`config.mk`:
```
export PLATFORM = sky130hd
export DESIGN_NAME = exe_wb_arbiter
export DESIGN_NICKNAME = d
export VERILOG_FILES = /design/src/rtl/drac_pkg.sv /design/src/rtl/wb_md_fifo.sv /design/src/rtl/exe_wb_arbiter.sv
export SDC_FILE = /design/constraint.sdc
export NUM_CORES = 1
export LEC_CHECK = 0
export CAP_MARGIN = 40
export CORE_ASPECT_RATIO = 1.5
export CORE_MARGIN = 5
export CORE_UTILIZATION = 54
export DETAILED_ROUTE_END_ITERATION = 16
export PLACE_DENSITY = 0.86
export SETUP_SLACK_MARGIN = 0.02
export SLEW_MARGIN = 10
export SYNTH_ARGS = -nofsm -noshare
export SYNTH_HDL_FRONTEND = slang
export SYNTH_SLANG_ARGS = --single-unit
```
`constraint.sdc`:
```
create_clock -name clk_i -period 3.6 [get_ports clk_i]
set_input_delay 0.72 -clock clk_i [delete_from_list [all_inputs] [get_ports clk_i]]
set_output_delay 0.72 -clock clk_i [all_outputs]
set_load 0.03 [all_outputs]
```
`src/rtl/drac_pkg.sv`:
```
// Shared types and constants for the execute-to-writeback path.
package drac_pkg;

    typedef enum logic {
        WB_SRC_ALU = 1'b0,
        WB_SRC_MD  = 1'b1
    } wb_src_t;

    localparam int unsigned EXE_WB_DATA_W   = 64;
    localparam int unsigned EXE_WB_REG_W    = 5;
    localparam int unsigned EXE_WB_MD_DEPTH = 2;

    typedef struct packed {
        logic [EXE_WB_REG_W-1:0]  rd;
        logic                     we;
        logic [EXE_WB_DATA_W-1:0] data;
    } md_wb_entry_t;

endpackage

```
`src/rtl/wb_md_fifo.sv`:
```
// In-order synchronous FIFO buffering mul/div results until a writeback slot is free.
module wb_md_fifo #(
    parameter int unsigned Width = 70,
    parameter int unsigned Depth = 2,
    localparam int unsigned PtrW = $clog2(Depth),
    localparam int unsigned CntW = PtrW + 1
) (
    input  logic             clk_i,
    input  logic             rst_i,
    input  logic             flush_i,
    input  logic             push_i,
    input  logic             pop_i,
    input  logic [Width-1:0] data_i,
    output logic [Width-1:0] data_o,
    output logic [CntW-1:0]  count_o,
    output logic             full_o,
    output logic             empty_o
);

    logic [Width-1:0] mem_q [Depth];
    logic [Width-1:0] mem_d [Depth];
    logic [PtrW-1:0]  wptr_q, wptr_d;
    logic [PtrW-1:0]  rptr_q, rptr_d;
    logic [CntW-1:0]  count_q, count_d;

    always_comb begin
        mem_d   = mem_q;
        wptr_d  = wptr_q;
        rptr_d  = rptr_q;
        count_d = count_q;
        if (flush_i) begin
            wptr_d  = '0;
            rptr_d  = '0;
            count_d = '0;
        end else begin
            if (push_i) begin
                mem_d[wptr_q] = data_i;
                wptr_d        = wptr_q + PtrW'(1);
            end
            if (pop_i) begin
                rptr_d = rptr_q + PtrW'(1);
            end
            count_d = count_q + CntW'(push_i) - CntW'(pop_i);
        end
    end

    always_ff @(posedge clk_i) begin
        if (rst_i) begin
            for (int i = 0; i < int'(Depth); i++) begin
                mem_q[i] <= '0;
            end
            wptr_q  <= '0;
            rptr_q  <= '0;
            count_q <= '0;
        end else begin
            mem_q   <= mem_d;
            wptr_q  <= wptr_d;
            rptr_q  <= rptr_d;
            count_q <= count_d;
        end
    end

    assign data_o  = mem_q[rptr_q];
    assign count_o = count_q;
    assign full_o  = (count_q == CntW'(Depth));
    assign empty_o = (count_q == '0);

endmodule

```
`src/rtl/exe_wb_arbiter.sv`:
```
// Merges the fixed-latency ALU stream and the buffered mul/div stream onto one
// registered writeback port; ALU results always take the slot.
module exe_wb_arbiter
    import drac_pkg::*;
#(
    parameter int unsigned DATA_W = EXE_WB_DATA_W,
    parameter int unsigned REG_W  = EXE_WB_REG_W,
    parameter int unsigned DEPTH  = EXE_WB_MD_DEPTH
) (
    input  logic              clk_i,
    input  logic              rst_i,
    input  logic              flush_i,
    input  logic              arith_valid_i,
    input  logic [REG_W-1:0]  arith_rd_i,
    input  logic              arith_we_i,
    input  logic              arith_xcpt_i,
    input  logic [DATA_W-1:0] arith_data_i,
    input  logic              md_valid_i,
    output logic              md_ready_o,
    input  logic [REG_W-1:0]  md_rd_i,
    input  logic              md_we_i,
    input  logic [DATA_W-1:0] md_data_i,
    output logic              wb_valid_o,
    output logic [REG_W-1:0]  wb_rd_o,
    output logic              wb_we_o,
    output logic              wb_xcpt_o,
    output logic              wb_src_o,
    output logic [DATA_W-1:0] wb_data_o,
    output logic [31:0]       wb_count_o
);

    localparam int unsigned EntryW = REG_W + 1 + DATA_W;
    localparam int unsigned CntW   = $clog2(DEPTH) + 1;

    logic [EntryW-1:0] fifo_wdata, fifo_rdata;
    logic [CntW-1:0]   fifo_count;
    logic              fifo_full, fifo_empty, fifo_push, fifo_pop;
    logic              md_accept;

    logic              wb_valid_q, wb_valid_d;
    logic [REG_W-1:0]  wb_rd_q, wb_rd_d;
    logic              wb_we_q, wb_we_d;
    logic              wb_xcpt_q, wb_xcpt_d;
    wb_src_t           wb_src_q, wb_src_d;
    logic [DATA_W-1:0] wb_data_q, wb_data_d;
    logic [31:0]       wb_count_q, wb_count_d;
    logic              sel_we;

    // Ready comes from registered occupancy only, so a same-cycle pop never raises it.
    assign md_ready_o = !rst_i && (fifo_count < CntW'(DEPTH));
    assign md_accept  = md_valid_i && md_ready_o && !flush_i;
    assign fifo_wdata = {md_rd_i, md_we_i, md_data_i};

    always_comb begin
        fifo_push  = 1'b0;
        fifo_pop   = 1'b0;
        wb_valid_d = 1'b0;
        wb_rd_d    = '0;
        sel_we     = 1'b0;
        wb_xcpt_d  = 1'b0;
        wb_src_d   = WB_SRC_ALU;
        wb_data_d  = '0;
        if (!flush_i) begin
            if (arith_valid_i) begin
                wb_valid_d = 1'b1;
                wb_rd_d    = arith_rd_i;
                sel_we     = arith_we_i;
                wb_xcpt_d  = arith_xcpt_i;
                wb_data_d  = arith_data_i;
                fifo_push  = md_accept && !fifo_full;
            end else if (!fifo_empty) begin
                wb_valid_d                    = 1'b1;
                wb_src_d                      = WB_SRC_MD;
                {wb_rd_d, sel_we, wb_data_d} = fifo_rdata;
                fifo_pop                      = 1'b1;
                fifo_push                     = md_accept && !fifo_full;
            end else if (md_accept) begin
                wb_valid_d = 1'b1;
                wb_src_d   = WB_SRC_MD;
                wb_rd_d    = md_rd_i;
                sel_we     = md_we_i;
                wb_data_d  = md_data_i;
            end
        end
        wb_we_d    = sel_we && (wb_rd_d != '0) && !wb_xcpt_d;
        wb_count_d = wb_count_q + 32'(wb_valid_d);
    end

    wb_md_fifo #(
        .Width (EntryW),
        .Depth (DEPTH)
    ) u_md_fifo (
        .clk_i   (clk_i),
        .rst_i   (rst_i),
        .flush_i (flush_i),
        .push_i  (fifo_push),
        .pop_i   (fifo_pop),
        .data_i  (fifo_wdata),
        .data_o  (fifo_rdata),
        .count_o (fifo_count),
        .full_o  (fifo_full),
        .empty_o (fifo_empty)
    );

    always_ff @(posedge clk_i) begin
        if (rst_i) begin
            wb_valid_q <= 1'b0;
            wb_rd_q    <= '0;
            wb_we_q    <= 1'b0;
            wb_xcpt_q  <= 1'b0;
            wb_src_q   <= WB_SRC_ALU;
            wb_data_q  <= '0;
            wb_count_q <= '0;
        end else begin
            wb_valid_q <= wb_valid_d;
            wb_rd_q    <= wb_rd_d;
            wb_we_q    <= wb_we_d;
            wb_xcpt_q  <= wb_xcpt_d;
            wb_src_q   <= wb_src_d;
            wb_data_q  <= wb_data_d;
            wb_count_q <= wb_count_d;
        end
    end

    assign wb_valid_o = wb_valid_q;
    assign wb_rd_o    = wb_rd_q;
    assign wb_we_o    = wb_we_q;
    assign wb_xcpt_o  = wb_xcpt_q;
    assign wb_src_o   = wb_src_q;
    assign wb_data_o  = wb_data_q;
    assign wb_count_o = wb_count_q;

endmodule

```
Word-level counts from Yosys, hierarchy flattened
Index checks and enable logic that the tools add are counted.

Bits of input ports: 146. Word-level logic and storage cells: 70. Output and inout port bits: 106. Register bits after elaboration: 249.

Mux-type cells: 29. Reductions and logical operators: 16. Bitwise logic cells: 3. Equal/unequal tests: 1. Magnitude comparators: 4. Add/subtract/negate cells: 5.

Operators by type and width (count): 2-to-1 mux 70 bit (4); 2-to-1 mux 64 bit (3); bitwise mux 140 bit (1); demux 70 bit (select 1 bit) (1); adder 32 x 1 -> 32 bit (1); 2-to-1 mux 5 bit (4); 2-to-1 mux 1 bit (16); logical AND 1 bit (7); nonzero test 5 bit (1); greater-or-equal comparator 2 bit, second input constant (2); zero test 1 bit (4); inverter 1 -> 2 bit (2); OR reduction 3 bit (1); adder 1 bit, second input constant (2); adder 2 x 1 -> 2 bit (1); equality test 2 bit, second input constant (1); zero test 2 bit (1); less-than comparator 2 x 1 -> 1 bit, second input constant (1); less-than comparator 2 bit, second input constant (1); AND reduction 2 bit (1); OR reduction 2 bit (1); subtractor 2 x 1 -> 2 bit (1); inverter 1 bit (1).

Longest topological paths before layout
Gate-level depths: netlist of run 1.

Word-level depth: 11. Depth in mapped cells: 11. Gate-level depth less buffers: 9.

Cells and area by module
A second synthesis of run 1 with hierarchy kept.

Cells, all modules: 1071. Area, all modules: 11023.1 µm².

Modules (own cells, without submodules): wb_md_fifo (instances 1, cells each 628, sequential area each 2882.8 µm², area each 6806.5 µm²); exe_wb_arbiter (instances 1, cells each 443, sequential area each 2102.0 µm², area each 4216.5 µm²).

Least setup slack after synthesis of run 1
OpenSTA, ideal clock, no wires.

Kind: in2reg. From: in arith_valid_i. To: reg wb_count_q[28] (netlist: wb_count_o[28]). Setup time: 0.128 ns. Cell stages on the path: 11. Path slack: 0.917 ns. Required time: 3.472 ns. Arrival: 2.555 ns. Buffers on the path: 2. Path through: buf_2 > inv_1 > clkbuf_1 > a31oi_1 > ha_1 > ha_1 > nand4_1 > nor4_4 > nand4_1 > xor2_1 > nor2_1.

Cells in the longest elaborated chain, start to end: 3.

RTL lines: from (decl) (line exe_wb_arbiter.sv:13) `input logic arith_valid_i,`; 2-to-1 mux 1 bit (line exe_wb_arbiter.sv:64) `if (arith_valid_i) begin`; 2-to-1 mux 1 bit (line exe_wb_arbiter.sv:63) `if (!flush_i) begin`; named net wb_valid_d (line exe_wb_arbiter.sv:40) `logic wb_valid_q, wb_valid_d;`; adder 32 x 1 -> 32 bit (line exe_wb_arbiter.sv:86) `wb_count_d = wb_count_q + 32'(wb_valid_d);`; to (signal assigned) (line exe_wb_arbiter.sv:121) `wb_count_q <= wb_count_d;`; to (decl) (line exe_wb_arbiter.sv:46) `logic [31:0] wb_count_q, wb_count_d;`.

The timed path passes the listed nets, and every way through them passes these cells. A chain may end at the register's enable or synchronous reset.

Worst setup path in the final report of run 1
From: in md_valid_i. To: reg wb_count_q[28] (netlist: wb_count_o[28]).

Cells in the longest elaborated chain, start to end: 7.

RTL lines: from (decl) (line exe_wb_arbiter.sv:18) `input logic md_valid_i,`; logical AND 1 bit (2 in series) (line exe_wb_arbiter.sv:51) `assign md_accept = md_valid_i && md_ready_o && !flush_i;`; 2-to-1 mux 1 bit (line exe_wb_arbiter.sv:77) `end else if (md_accept) begin`; 2-to-1 mux 1 bit (line exe_wb_arbiter.sv:71) `end else if (!fifo_empty) begin`; 2-to-1 mux 1 bit (line exe_wb_arbiter.sv:64); 2-to-1 mux 1 bit (line exe_wb_arbiter.sv:63); named net wb_valid_d (line exe_wb_arbiter.sv:40); adder 32 x 1 -> 32 bit (line exe_wb_arbiter.sv:86).

The timed path passes the listed nets, and every way through them passes these cells.

==> flow_summary.yaml, run 1 <==
run_status:
  status: "finished clean"
power:
  p_per_area_nw_per_um2: 432
  power_frac_comb_pct: 9.3
  seqPwrFrac_pct: 47.2
  p_int_mw: 4.62
  clockPowerShare_pct: 43.5
  power_leakage_nw: 4.92
  power.switching_mw: 1.36
  p_sw_share_pct: 22.8
  vdd_drop_max_v: 0.000387
place:
  dpl_worst_slack_ns: 0.349
  gp_congestion: 0.817
  port_buffers: 251
  hpwlAfterDp_um: 19200
  place_area_sq_um: 13000
critical_path:
  crit_slowest_cell: "clkdlybuf4s50_1"
  critical_path.max_stage_delay_ns: 0.56
  crit_arrival_ns: 3.22
  crit_path_start: "md_valid_i"
  r2r_slack_ns: 0.93
  cp-end-kind: "register"
  worstSetupStartpointType: "input port"
  cp_num_buf_inv: 1
  cp_max_fo: 8
  crit_type: "in2reg"
  r2r_end: "wb_count_o[28]"
  rr_worst_depth: 9
  worstPathCellList: "clkdlybuf4s50_1 -> nand2b_1 -> a31oi_1 -> ha_1 -> ha_1 -> nand4_1 -> nor4_4 -> nand4_1 -> xor2_1 -> nor2_1"
  r2r-start: "u_md_fifo.count_o[1]"
  crit_cells: 10
  crit_family: "simple AND/OR/NAND/NOR gates"
  cp.required_ns: 3.96
  endpoint: "wb_count_o[28]"
synth:
  syn_area_per_cell_sq_um: 8.34
  synthTopCellsByArea: "dfxtp_1, nand2_1, a21oi_1"
  syn_nets: 1405
  synth_fa_ha_area_share_pct: 0.478
  yosysTopAreaCellShare_pct: 47.6
  synth-compound-area-share_pct: 16.4
  synthSimpleGateAreaFrac_pct: 20.8
  async_flop_share_pct: 0
  synth_top_family_by_area: "simple AND/OR/NAND/NOR gates"
  synth_commonest_cells: "nand2_1, dfxtp_1, a21oi_1"
  synth_area_sq_um: 10500
  ys_types: 40
  ys_seq_area_share_pct: 47.6
  synth_edf_count: 0
  synth_xor_area_share_pct: 2.76
  yosysMostFrequentCell: "nand2_1"
  synthFlopType: "dfxtp_1"
  yosysWarnings: 0
  synth.mux.area_fraction_pct: 6.65
  synth_area_leader_cell: "dfxtp_1"
  ys_ff_latch: 249
  synth_cells: 1255
cells_and_area:
  fill_cells: 1436
  drive_above_1_share_pct: 5.69
  area.growth.synth_to_final_pct: 32.5
  final_area_sq_um: 13900
  nNetsFinal: 1609
clocking:
  numCtsBuffers: 24
  ctsResizeCount: 0
  cts_max_path_buffers: 3
  root_buffer: "clkbuf_16"
  htree_levels: 1
  cts_tree: "built"
  cts_sinks: 249
  cts_setup_buffers: 0
  cts_hold_buffers: 0
  clk_latency_ns: 0.51
  cts.reportedPaths.clkPinSlew_ns: 0.06
global_route:
  grt_pass1_wl_um: 48600
  grt-ovfl-total: 0
  first_global_vias: 9936
  antenna_found_initial: 3
  track_usage_pct: 26.4
  grt_max_degree: 82
timing:
  relSlewSlack_pct: 43.4
  setup_ws_ns: 0.744
  worstMarginPinSlew_ns: 0.843
  fin_skew_ns: 0.00781
  clock.fmax_mhz: 350
  slew_viol_final: 0
  rsz0062_at_grt: "false"
  hold_viol_final: 0
  period_share_pct: 79.3
  final.setup.tns_ns: 0
  layout_min_cycle_time_ns: 2.86
  setup-violations-final: 0
die:
  die_y_um: 180
  io_pins: 252
  core_sq_um: 19100
  start_util_pct: 54.8
  dieWidth_um: 124
  rows: 62
  die-area_sq_um: 22300
flow_run:
  drv_cap: 0
route:
  vias: 9686
  drt_pre_antenna_iters: 5
  ant_nets: 0
  avgViaCountPerCell: 5.58
  drt_iter0_markers: 714
  routed_wl_um: 29900
  drc: 0
  post_drt_wl_per_cell_um: 17.2
worst_hold_path:
  hp-class: "reg2reg"
registers in the layout, summed over array words and instances (netlist names):
name and count:
u_md_fifo.count_o 2, wb_rd_o 5, wb_we_o 1, wb_src_o 1, wb_xcpt_o 1, wb_valid_o 1, wb_count_o 32, u_md_fifo.wptr_q 1
u_md_fifo.mem_q 140, u_md_fifo.rptr_q 1, wb_data_o 64
power groups by stage:
stage | Clock (mW) | Combinational (mW) | Sequential, mW
6_report | 2.61 | 0.556 | 2.82
5_1_grt | 2.75 | 0.597 | 2.83
4_1_cts | 2.65 | 0.557 | 2.82
3_5_place_dp | 0 | 0.552 | 2.88
3_3_place_gp | 0 | 0.545 | 2.88
2_1_floorplan | 0 | 0.191 | 2.95
layer usage:
layer	wire (um)	up-vias	global-route usage [%]
met1	11200	4629	30.1
li1	-	4627	-
met2	15400	356	47.1
met5	0	-	0
met4	1040	0	10.7
met3	2240	74	5.15
placed cells by master (no fill, tap or decap), types with 2 or more instances in the layout:
cell | Yosys | layout
buf_12 | 0 | 5
clkbuf_16 | 0 | 25
bufinv_16 | 0 | 3
nor3_2 | 2 | 2
buf_4 | 7 | 19
o211ai_1 | 36 | 36
inv_2 | 1 | 2
o211a_1 | 35 | 35
clkinv_2 | 0 | 7
mux2i_1 | 65 | 65
nor2_1 | 72 | 70
nor2b_1 | 4 | 4
xor2_1 | 24 | 24
a31oi_1 | 2 | 2
nor2_4 | 0 | 3
and4_1 | 2 | 2
diode_2 | 0 | 3
and2_1 | 32 | 31
and3_1 | 5 | 4
o21ai_0 | 31 | 31
xnor2_1 | 9 | 9
clkdlybuf4s50_1 | 0 | 249
a21oi_1 | 170 | 170
clkbuf_1 | 55 | 6
inv_1 | 7 | 6
nand2_1 | 355 | 354
nand3_1 | 8 | 8
nand4_1 | 17 | 17
dfxtp_1 | 249 | 248
clkbuf_8 | 0 | 3
mux2_2 | 4 | 4
ha_1 | 4 | 4
nor3_1 | 7 | 7
a222oi_1 | 4 | 4
nor4_1 | 2 | 2
logic make-up (layout without fill, tap and decap cells):
kind of cell | after synthesis | count (layout)
flip-flops | 249 | 249
adder cells (fa/ha/maj) | 4 | 4
AO/OA/AOI/OAI | 282 | 282
buffers and inverters | 105 | 327
AND/OR/NAND/NOR | 513 | 513
XOR/XNOR | 33 | 33
other | 0 | 3
multiplexers | 69 | 69
worst register-to-register path, delay by kind of cell, from the launching register on:
kind	cells	cell delay [ns]
AOI/OAI and AO/OA	1	0.30
adders and majority gates	2	0.48
xor gates and xnor gates	1	0.18
and+or+nand+nor	5	1.07
DFF	1	0.51
through the flow:
step / util, % / power, mW / hold WS (ns) / cells
global placement: 68.3 / 3.43 / 0.438 / 1689
detailed placement: 68.3 / 3.44 / 0.446 / 1689
CTS: 72.6 / 6.03 / 0.455 / 1733
finish: 72.6 / 5.98 / 0.454 / 1736
floorplan: - / 3.14 / 0.432 / 1255
global route: 72.6 / 6.17 / 0.471 / 1736
worst min-delay path by stage:
stage | start | depth (start not counted) | slack (ns) | endpoint
floorplan | u_md_fifo.mem_q[139] | 2 | 0.43 | u_md_fifo.mem_q[139]
global placement | u_md_fifo.mem_q[139] | 2 | 0.44 | u_md_fifo.mem_q[139]
detailed placement | u_md_fifo.mem_q[101] | 2 | 0.45 | u_md_fifo.mem_q[101]
CTS | u_md_fifo.mem_q[78] | 2 | 0.46 | u_md_fifo.mem_q[78]
global route | u_md_fifo.mem_q[101] | 2 | 0.47 | u_md_fifo.mem_q[101]
finish | u_md_fifo.mem_q[43] | 2 | 0.45 | u_md_fifo.mem_q[43]
cell type report:
| type | instances | area (sq um) | area share [%] |
|---|---|---|---|
| diodes | 3 | 7.51 | 0.0542 |
| clock buffers | 34 | 689 | 4.97 |
| clock inverters | 10 | 125 | 0.903 |
| inverters | 8 | 30.0 | 0.217 |
| multi-input cells | 901 | 4950 | 35.7 |
| flip-flops and latches | 249 | 4990 | 36.0 |
| well taps | 256 | 320 | 2.31 |
| repair buffers | 275 | 2750 | 19.8 |
No activity file was read; power rests on OpenSTA's default activity.
==> run 2, diff against run 1 <==
--- a/config.mk
+++ b/config.mk
@@ -8,9 +8,9 @@
 export CAP_MARGIN = 40
 export CORE_ASPECT_RATIO = 1.5
 export CORE_MARGIN = 5
-export CORE_UTILIZATION = 54
+export CORE_UTILIZATION = 50
 export DETAILED_ROUTE_END_ITERATION = 16
-export PLACE_DENSITY = 0.86
+export PLACE_DENSITY = 0.8
 export SETUP_SLACK_MARGIN = 0.02
 export SLEW_MARGIN = 10
 export SYNTH_ARGS = -nofsm -noshare
==> constraint.sdc (replaced) <==
create_clock -name clk_i -period 2.9 [get_ports clk_i]
set_input_delay 0.58 -clock clk_i [delete_from_list [all_inputs] [get_ports clk_i]]
set_output_delay 0.58 -clock clk_i [all_outputs]
set_load 0.03 [all_outputs]
==> run 2 against run 1 <==
  * Via count fell by 2.7%
  * Core utilization fell by 4.6 points
  * Clock skew rose by 0.0014 ns
  * Critical path depth fell by 6
  * Flip-flop and latch count did not move
  * Worst hold slack barely moved
  * Cell count rose by 0.81%
==> flow_summary.yaml, run 2 (synthesized netlist as in run 1, its figures left out) <==
clocking:
  ctsResizeCount: 0
  clk_latency_ns: 0.52
  cts_setup_buffers: 0
  cts.reportedPaths.clkPinSlew_ns: 0.06
  cts_sinks: 249
  cts_tree: "built"
  numCtsBuffers: 25
  root_buffer: "clkbuf_16"
  htree_levels: 1
  cts_max_path_buffers: 3
  cts_hold_buffers: 0
timing:
  relSlewSlack_pct: 49.2
  clock.fmax_mhz: 417
  setup_ws_ns: 0.505
  hold_viol_final: 0
  layout_min_cycle_time_ns: 2.40
  rsz0062_at_grt: "false"
  slew_viol_final: 0
  fin_skew_ns: 0.00924
  setup-violations-final: 0
  final.setup.tns_ns: 0
  timing.hold.ws_ns: 0.454
  worstMarginPinSlew_ns: 0.756
  period_share_pct: 82.6
die:
  rows: 64
  io_pins: 252
  start_util_pct: 51.0
  die_y_um: 187
  core_sq_um: 20500
  die-area_sq_um: 24000
  dieWidth_um: 128
route:
  drt-met1-wl_um: 11300
  wl_met3_um: 1760
  drt_iter0_markers: 672
  post_drt_wl_per_cell_um: 16.6
  drt_pre_antenna_iters: 5
  avgViaCountPerCell: 5.39
  met2WireLength_um: 15000
  routed.top_layer: "met4"
  vias: 9428
  drc: 0
  routed_wl_um: 29100
  ant_nets: 0
critical_path:
  crit_arrival_ns: 1.82
  cp_max_fo: 46
  r2r-start: "u_md_fifo.count_o[1]"
  crit_family: "buffers and inverters"
  cp_num_buf_inv: 3
  worstSetupStartpointType: "input port"
  rr_worst_depth: 10
  critical_path.max_stage_delay_ns: 0.72
  cp.required_ns: 2.32
  cp-end-kind: "output pin"
  r2r_slack_ns: 0.57
  r2r_end: "wb_count_o[24]"
  crit_slowest_cell: "clkdlybuf4s50_1"
  crit_type: "in2out"
  worstPathCellList: "buf_6 -> buf_4 -> nor2_1 -> clkdlybuf4s50_1"
place:
  dpl_worst_slack_ns: 0.0404
  port_buffers: 251
  place_inst: 1702
  gp_congestion: 0.815
  hpwlAfterDp_um: 19000
  place_area_sq_um: 13100
cells_and_area:
  nNetsFinal: 1615
  largest_reg_flops: 140
  layoutNonFillerInstCount: 1750
  final_area_sq_um: 13900
  area.growth.synth_to_final_pct: 33.2
  drive_above_1_share_pct: 6.13
  layout_commonest_cell: "nand2_1"
  multi_input_area_sq_um: 4950
  fill_cells: 1709
  largest_register: "u_md_fifo.mem_q"
  ff_latch_area_sq_um: 4990
  layout_common_cells: "nand2_1, clkdlybuf4s50_1, dfxtp_1"
  final_util_pct: 68.0
run_status:
  status: "finished clean"
global_route:
  first_global_vias: 9342
  grt-ovfl-total: 0
  grt_max_degree: 69
  track_usage_pct: 23.4
  grt_pass1_wl_um: 46900
  antenna_found_initial: 2
power:
  power_frac_comb_pct: 9.3
  clockPowerShare_pct: 43.7
  power_leakage_nw: 4.95
  seqPwrFrac_pct: 47.0
  p_per_area_nw_per_um2: 535
  p_sw_share_pct: 23.0
  vdd_drop_max_v: 0.000450
  power.switching_mw: 1.71
  finalPower_mw: 7.46
  p_int_mw: 5.74
worst_hold_path:
  hold_depth: 2
  hold_start: "u_md_fifo.mem_q[82]"
  min_to: "u_md_fifo.mem_q[82]"
  hp-class: "reg2reg"
flow_run:
  drv_cap: 0
## run 2: changes by cell type in the layout (fill, tap and decap cells not counted), sizes merged
| cell | previous run | this run |
|---|---|---|
| buf | 26 | 31 |
| clkbuf | 34 | 37 |
| bufinv | 3 | 2 |
| clkinv | 7 | 6 |
| diode | 3 | 2 |
| inv | 8 | 9 |
## run 2: worst max-delay path by stage
stage / depth (start not counted) / slack (ns) / from / end
6_report: 4 / 0.50 / rst_i / md_ready_o
5_1_grt: 10 / 0.42 / u_md_fifo.count_o[1] / wb_count_o[24]
4_1_cts: 4 / 0.50 / rst_i / md_ready_o
3_5_place_dp: 11 / 0.04 / md_valid_i / wb_count_o[24]
3_3_place_gp: 11 / 0.08 / md_valid_i / wb_count_o[28]
2_1_floorplan: 11 / 0.36 / arith_valid_i / wb_count_o[28]
## run 2: layout make-up
class                   count  area share, %
flip-flops and latches    249           35.8
well taps                 264           2.37
clock buffers              37           5.24
diodes                      2         0.0359
clock inverters             9          0.736
inverters                   8          0.215
multi-input cells         901           35.5
repair buffers            280           20.1
## run 2: routing by layer
metal / vias up / global-route usage [%]
met4: 0 / 8.62
li1: 4645 / -
met1: 4402 / 26.9
met3: 60 / 3.77
met2: 321 / 43.1
met5: - / 0
## run 2: power groups by stage
stage | combinational, mW | sequential [mW] | clock, mW
detailed placement | 0.690 | 3.58 | 0
finish | 0.691 | 3.50 | 3.26
global placement | 0.680 | 3.58 | 0
global route | 0.743 | 3.51 | 3.48
CTS | 0.695 | 3.50 | 3.32
floorplan | 0.237 | 3.66 | 0
## run 2: worst min-delay path, delay by kind of cell (launching register included)
kind / cells / cell delay (ns)
AO/OA/AOI/OAI: 1 / 0.05
AND/OR/NAND/NOR: 1 / 0.05
flip-flops: 1 / 0.31
==> run 3, diff against run 2 <==
==> constraint.sdc (replaced) <==
create_clock -name clk_i -period 2.4 [get_ports clk_i]
set_input_delay 0.48 -clock clk_i [delete_from_list [all_inputs] [get_ports clk_i]]
set_output_delay 0.48 -clock clk_i [all_outputs]
set_load 0.03 [all_outputs]
==> run 3 against run 2 <==
  * Largest cell class unchanged
  * Core utilization rose by 0.81 points
  * Clock power rose by 20%
  * Critical endpoint unchanged
  * First-iteration DRC count fell by 18%
  * Largest power group unchanged
  * Via count rose by 0.56%
  * Sequential share of layout area fell by 0.42 points
  * Combinational power rose by 23%
  * Worst hold slack got worse by 0.11 ns
==> flow_summary.yaml, run 3 (synthesized netlist as in run 1, its figures left out) <==
die:
  start_util_pct: 51.0
  core_sq_um: 20500
  rows: 64
  die-area_sq_um: 24000
  die_y_um: 187
  dieWidth_um: 128
  io_pins: 252
route:
  drc: 0
  met2WireLength_um: 15100
  ant_nets: 0
  vias: 9481
  drt-met1-wl_um: 11500
  routed.top_layer: "met4"
  post_drt_wl_per_cell_um: 16.5
  avgViaCountPerCell: 5.38
  routed_wl_um: 29100
  drt_pre_antenna_iters: 5
  wl_met3_um: 1590
  drt_iter0_markers: 549
power:
  power_leakage_nw: 5.03
  finalPower_mw: 8.98
  vdd_drop_max_v: 0.000598
  p_per_area_nw_per_um2: 637
timing:
  setup-violations-final: 0
  layout_min_cycle_time_ns: 2.29
  final.setup.tns_ns: 0
  rsz0062_at_grt: "false"
  worstMarginPinSlew_ns: 0.877
  fin_skew_ns: 0.0177
  clock.fmax_mhz: 436
  slew_viol_final: 0
  relSlewSlack_pct: 41.5
  setup_ws_ns: 0.105
  hold_viol_final: 0
  period_share_pct: 95.6
place:
  hpwlAfterDp_um: 19000
  dpl_worst_slack_ns: -0.249
  place_inst: 1715
  port_buffers: 251
  gp_congestion: 0.788
critical_path:
  r2r_end: "wb_data_o[59]"
  worstSetupStartpointType: "register"
  r2r_slack_ns: 0.24
  crit_arrival_ns: 1.81
  crit_type: "reg2out"
  cp_max_fo: 4
  cp.required_ns: 1.92
  r2r-start: "u_md_fifo.count_o[0]"
  rr_worst_depth: 7
  crit_path_start: "u_md_fifo.count_o[1]"
  cp-end-kind: "output pin"
  endpoint: "md_ready_o"
run_status:
  status: "finished clean"
global_route:
  track_usage_pct: 23.7
  antenna_found_initial: 4
  grt_max_degree: 103
  grt-ovfl-total: 0
  first_global_vias: 9383
  grt_pass1_wl_um: 47500
cells_and_area:
  final_util_pct: 68.8
  largest_register: "u_md_fifo.mem_q"
  layoutNonFillerInstCount: 1762
  largest_reg_flops: 140
  fill_cells: 1680
  layout_common_cells: "nand2_1, clkdlybuf4s50_1, dfxtp_1"
  area.growth.synth_to_final_pct: 34.8
  layout_commonest_cell: "nand2_1"
  drive_above_1_share_pct: 7.30
  nNetsFinal: 1628
clocking:
  cts_max_path_buffers: 3
  clk_latency_ns: 0.52
  ctsResizeCount: 0
  cts_sinks: 249
  cts_tree: "built"
  cts_hold_buffers: 0
  root_buffer: "clkbuf_16"
  cts_setup_buffers: 0
  htree_levels: 1
  cts.reportedPaths.clkPinSlew_ns: 0.06
  numCtsBuffers: 25
worst_hold_path:
  hold_start: "arith_valid_i"
  hp-class: "in2reg"
flow_run:
  drv_cap: 0
[run 3: cell types whose count changed in the layout (fill, tap and decap cells not counted), moves of 2 or more]
cell,delta
clkbuf_1,-5
buf_4,+9
buf_12,+4
diode_2,+2
ha_1,-2
clkinv_2,+4
[run 3: critical path: stages (launching register included)]
cell             delay [ns]
dfxtp_1                0.33
buf_4                  0.16
nor2_1                 0.09
clkdlybuf4s50_1        0.72
[run 3: power breakdown]
group | internal [mW] | switching (mW) | leakage [nW]
sequential | 4.21 | 0.0287 | 2.02
clock | 2.29 | 1.60 | 0.416
combinational | 0.420 | 0.432 | 2.60
[run 3: layout make-up]
type                       instances  area [sq um]  share of cell area (%)
antenna                            4          10.0                  0.0710
clock buffer                      32           712                    5.05
clock inverter                    11           105                   0.745
inverter                           8          30.0                   0.213
multi-input combinational        901          4980                    35.3
sequential                       249          4990                    35.4
tap                              264           330                    2.34
timing repair buffer             293          2950                    20.9
[run 3: how the worst min path moves through the flow]
stage                     depth (start not counted)                    to  slack [ns]
after floorplan                                   2  u_md_fifo.mem_q[139]        0.43
after global placement                            2  u_md_fifo.mem_q[139]        0.44
after detailed placement                          2  u_md_fifo.mem_q[114]        0.45
after CTS                                         3              wb_src_o        0.34
after global routing                              3              wb_src_o        0.34
final                                             3              wb_src_o        0.35
[run 3: layer usage]
metal / vias to the layer above / GRT usage, %
li1: 4668 / -
met1: 4484 / 27.6
met2: 271 / 43.0
met3: 58 / 3.69
met4: 0 / 9.15
met5: - / 0
[run 3: stage by stage]
step	instance area, sq um	hold slack, ns
floorplan	10500	0.432
global placement	13300	0.439
detailed placement	13300	0.446
CTS	14100	0.338
global route	14100	0.343
finish	14100	0.346
